===== src/rtl/cache_fill_fsm.sv =====
// cache_fill_fsm: miss handler that fetches a whole block from pipelined memory,
// writes each word into the data array, then writes {valid, tag} for the set.
module cache_fill_fsm #(
    parameter int ADDR_W      = 16,
    parameter int OFFSET_BITS = 4,
    parameter int SET_BITS    = 6,
    localparam int WORDS      = 2 ** (OFFSET_BITS - 1),
    localparam int TAG_BITS   = ADDR_W - OFFSET_BITS - SET_BITS
) (
    input  logic                   clk,
    input  logic                   rst,
    input  logic                   miss_detected,
    input  logic [ADDR_W-1:0]      miss_address,
    input  logic                   memory_data_valid,
    output logic                   fsm_busy,
    output logic                   mem_read_en,
    output logic [ADDR_W-1:0]      memory_address,
    output logic                   write_data_array,
    output logic [OFFSET_BITS-2:0] fill_word_index,
    output logic                   write_tag_array,
    output logic [SET_BITS-1:0]    fill_set,
    output logic [TAG_BITS:0]      fill_tag
);
    typedef enum logic [1:0] {IDLE, FILL, TAG} state_t;

    localparam logic [OFFSET_BITS-1:0] ALL_WORDS = OFFSET_BITS'(WORDS);
    localparam logic [OFFSET_BITS-1:0] LAST_WORD = OFFSET_BITS'(WORDS - 1);
    localparam logic [ADDR_W-1:0]      OFF_MASK  = ADDR_W'(2 ** OFFSET_BITS - 1);

    state_t                 state, next_state;
    logic [OFFSET_BITS-1:0] issue_cnt, recv_cnt;
    logic [ADDR_W-1:0]      base;

    always_ff @(posedge clk or negedge rst) begin
        if (!rst) state <= IDLE;
        else      state <= next_state;
    end

    always_comb begin
        next_state = IDLE;
        if (state == IDLE)
            next_state = miss_detected ? FILL : IDLE;
        else if (state == FILL)
            next_state = (memory_data_valid && recv_cnt == LAST_WORD) ? TAG : FILL;
    end

    // Counters only advance in FILL; their stale values in IDLE/TAG never reach an output.
    always_ff @(posedge clk or negedge rst) begin
        if (!rst) begin
            base      <= '0;
            issue_cnt <= '0;
            recv_cnt  <= '0;
        end else if (state == IDLE && miss_detected) begin
            base      <= miss_address & ~OFF_MASK;
            issue_cnt <= '0;
            recv_cnt  <= '0;
        end else if (state == FILL) begin
            if (mem_read_en)       issue_cnt <= issue_cnt + OFFSET_BITS'(1);
            if (memory_data_valid) recv_cnt  <= recv_cnt + OFFSET_BITS'(1);
        end
    end

    always_comb begin
        fsm_busy         = state != IDLE;
        mem_read_en      = state == FILL && issue_cnt < ALL_WORDS;
        memory_address   = state == FILL ? base + ADDR_W'({issue_cnt, 1'b0}) : '0;
        write_data_array = state == FILL && memory_data_valid;
        fill_word_index  = state == FILL ? recv_cnt[OFFSET_BITS-2:0] : '0;
        write_tag_array  = state == TAG;
        fill_set         = state != IDLE ? base[OFFSET_BITS+SET_BITS-1:OFFSET_BITS] : '0;
        fill_tag         = state != IDLE ? {1'b1, base[ADDR_W-1:ADDR_W-TAG_BITS]} : '0;
    end
endmodule

===== config.mk =====
export PLATFORM = sky130hd
export DESIGN_NAME = cache_fill_fsm
export DESIGN_NICKNAME = d
export VERILOG_FILES = /design/src/rtl/cache_fill_fsm.sv
export SDC_FILE = /design/constraint.sdc
export NUM_CORES = 1
export LEC_CHECK = 0
export ABC_AREA = 0
export BUFFER_PORTS_ARGS = -buffer_cell sky130_fd_sc_hd__buf_4
export CAP_MARGIN = 30
export CORE_ASPECT_RATIO = 1.1
export CORE_MARGIN = 3
export CORE_UTILIZATION = 43
export CTS_CLUSTER_DIAMETER = 40
export CTS_CLUSTER_SIZE = 24
export DETAILED_ROUTE_END_ITERATION = 10
export PLACE_DENSITY_LB_ADDON = 0.08
export SLEW_MARGIN = 10
export SYNTH_ARGS = -nofsm -noshare
export SYNTH_HDL_FRONTEND = slang
export SYNTH_SLANG_ARGS = --single-unit

===== constraint.sdc =====
create_clock -name clk -period 1.57 [get_ports clk]
set_input_delay 0.157 -clock clk [delete_from_list [all_inputs] [get_ports clk]]
set_output_delay 0.157 -clock clk [all_outputs]
set_load 0.01 [all_outputs]

==> results.sh <==
export IMPL_status="finished with violations"
export IMPL_violations="setup timing"
export IMPL_core_sq_um=3070
export IMPL_drt_met1_wl_microns=1530
export IMPL_hp_class="primary input to flip-flop"
export IMPL_cts_buffers=3
export IMPL_cts_root_buf="clkbuf_4"
export IMPL_hpwl_microns=2800
export IMPL_min_period_ps=2000
export IMPL_gr_usage_all_layers=0.200
export IMPL_ys_seq_elements=22
export IMPL_slew_viol_final=0
export IMPL_clk_pin_slew_ps=130
export IMPL_yosysMostFrequentCell="dfrtp_1"
export IMPL_ys_types=35
export IMPL_yosys_warnings=0
export IMPL_drc=0
export IMPL_nNetsFinal=251
export IMPL_final_util=0.774
export IMPL_cp_max_fo=5
export IMPL_top_layer="met4"
export IMPL_grt_pass1_wl_microns=5970
export IMPL_firstDrtPassIters=4
export IMPL_htreeDepth=1
export IMPL_power_density_nw_per_um2=2050
export IMPL_start_kind="flip-flop"
export IMPL_synth_seq_area_share=0.396
export IMPL_cts_buffer_depth=2
export IMPL_fin_crit_sh=1.27
export IMPL_hold_viol=0
export IMPL_drtIter0Drc=39
export IMPL_first_global_vias=1306
export IMPL_setup_viol=26
export IMPL_critPathKind="flip-flop to output pin"
export IMPL_vias=1392
export IMPL_syn_cell_area_sq_um=1390
export IMPL_cts_sinks=22
export IMPL_die_w_microns=60.2
export IMPL_port_buffers=50
export IMPL_cp_data_arrival_time_ps=1840
export IMPL_num_rows=21
export IMPL_skew_ps=7.79
export IMPL_yosys_top_cells_area="dfrtp_1 40%, mux2_4 7.6%, nor2b_1 5.4%, and2_1 4.1%, ha_1 3.6%"
export IMPL_final_antenna_net_count=0
export IMPL_diodes=0
export IMPL_critPathCaptureType="output pin"
export IMPL_post_drt_wl_per_cell_microns=15.7
export IMPL_die_area_sq_um=3950
export IMPL_routed_wirelength_microns=4080
export IMPL_overflow=0
export IMPL_cts_tree="done"
export IMPL_rsz0062_at_grt="true"
export IMPL_die_h_microns=65.6
export IMPL_avgSynthCellArea_sq_um=9.79
export IMPL_wl_met3_microns=236
export IMPL_async_reset_ff_frac=1.00
export IMPL_grt_max_degree=23
export IMPL_synthTopCellsByCount="22 x dfrtp_1, 12 x nor2b_1, 10 x nor2_1, 9 x and2_1, 8 x a21oi_1"
export IMPL_post_drt_via_cell_ratio=5.35
export IMPL_p_leak_nw=1.12
export IMPL_synth_top_area_cell="dfrtp_1"
export IMPL_initial_core_util=0.452
export IMPL_gp_congestion=0.773
export IMPL_place_inst=242
export IMPL_max_cap_violations=0
export IMPL_peakVddDrop_v=0.00146
export IMPL_ios=56
export IMPL_worst_slack_ps=-429
export IMPL_drive_above_1_share=0.602
export IMPL_clk_latency_ps=320
export IMPL_antenna_found_initial=0
export IMPL_synth_top_area_frac=0.396
export IMPL_syn_to_final_growth_pct=71.2
export IMPL_cp_required_ps=1410
export IMPL_synth_flop_cell="dfrtp_1"
export IMPL_synth_edff_count=0
export IMPL_max_freq_mhz=500
export IMPL_synth_fp_nets=166
export IMPL_wl_met2_microns=2220
export IMPL_syn_inst=142
export IMPL_stdcell_count=260
-- stage by stage --
| stage | hold slack (ps) | instance area, sq um | TNS, ps | setup WS, ps | total power, mW |
|---|---|---|---|---|---|
| global route | 27.5 | 2380 | -6220 | -498 | 5.23 |
| global placement | 63.2 | 1970 | -180 | -64.9 | 3.71 |
| CTS | 46.5 | 2180 | -2790 | -398 | 4.37 |
| detailed placement | 66.0 | 1970 | -344 | -114 | 3.80 |
| finish | 41.5 | 2380 | -3510 | -429 | 4.88 |
| floorplan | -139 | 1420 | -81.0 | -28.4 | 2.48 |
-- where the power goes --
group / internal [mW] / leakage, nW / switching [mW]
combinational: 1.97 / 0.839 / 1.40
clock: 0.142 / 0.0210 / 0.180
sequential: 0.835 / 0.265 / 0.354
total: 2.94 / 1.12 / 1.94
-- routing by layer --
metal / global-route usage / vias up
li1: - / 661
met1: 0.237 / 678
met2: 0.357 / 42
met3: 0.0295 / 11
met4: 0.0748 / 0
met5: 0 / -
-- registers in the layout (all words and copies together) (netlist names) --
signal,count
issue_cnt,4
base,12
state,2
recv_cnt,4
-- cells in the final DEF, fill, tap and decap left out, types with 4 or more instances in the layout --
| master | n |
|---|---|
| xnor2_1 | 4 |
| nor2b_1 | 7 |
| mux2_4 | 7 |
| nor2_1 | 7 |
| buf_4 | 57 |
| o31ai_1 | 4 |
| buf_6 | 29 |
| dfrtp_1 | 20 |
| nor2b_4 | 4 |
| o21ai_0 | 6 |
| and2_4 | 7 |
| a21oi_2 | 6 |
| nand2_1 | 5 |
| nand3_1 | 5 |
-- timing repair --
action / in CTS / in global routing
resized for setup: 26 / 46
endpoints found under the setup margin: 34 / 34
hold endpoints to repair: 22 / 0
pin swaps: 12 / 8
cloned: 1 / 0
buffers inserted: 8 / 5
hold buffers: 1 / 0
-- worst max-delay path, stage by stage (launching register included) --
cell	delay, ps
dfrtp_2	460
ha_4	180
nand4_4	120
or4_1	500
a21oi_2	130
buf_4	120
-- logic make-up after synthesis --
kind of cell / Yosys count / synth area share
AND/OR/NAND/NOR: 63 / 0.272
flip-flops: 22 / 0.396
AO/OA/AOI/OAI: 21 / 0.0891
multiplexers: 12 / 0.116
buffers and inverters: 12 / 0.0441
XOR/XNOR: 7 / 0.0441
adder cells (fa/ha/maj): 4 / 0.0360
other: 1 / 0.00270
-- final cells by class --
| cell class | count | area [sq um] |
|---|---|---|
| Tap cell | 34 | 42.5 |
| Fill cell | 190 | 694 |
| Sequential cell | 22 | 553 |
| Clock buffer | 4 | 36.3 |
| Inverter | 4 | 17.5 |
| Multi-Input combinational cell | 108 | 951 |
| Timing Repair Buffer | 88 | 779 |
-- worst paths after layout --
check	start	to	slack, ps	depth (start not counted)
min in group asynchronous	rst	base[12]$_DFFE_PN0P_	270	2
max	issue_cnt[3]$_DFFE_PN0P_	memory_address[14]	-430	5
min reg2reg	recv_cnt[3]$_DFFE_PN0P_	state[1]$_DFF_PN0_	500	1
min	miss_address[7]	base[7]$_DFFE_PN0P_	40	2
max reg2reg	state[1]$_DFF_PN0_	recv_cnt[3]$_DFFE_PN0P_	40	5
max in group asynchronous	rst	base[4]$_DFFE_PN0P_	1060	2
(Power assumes the default switching activity.)
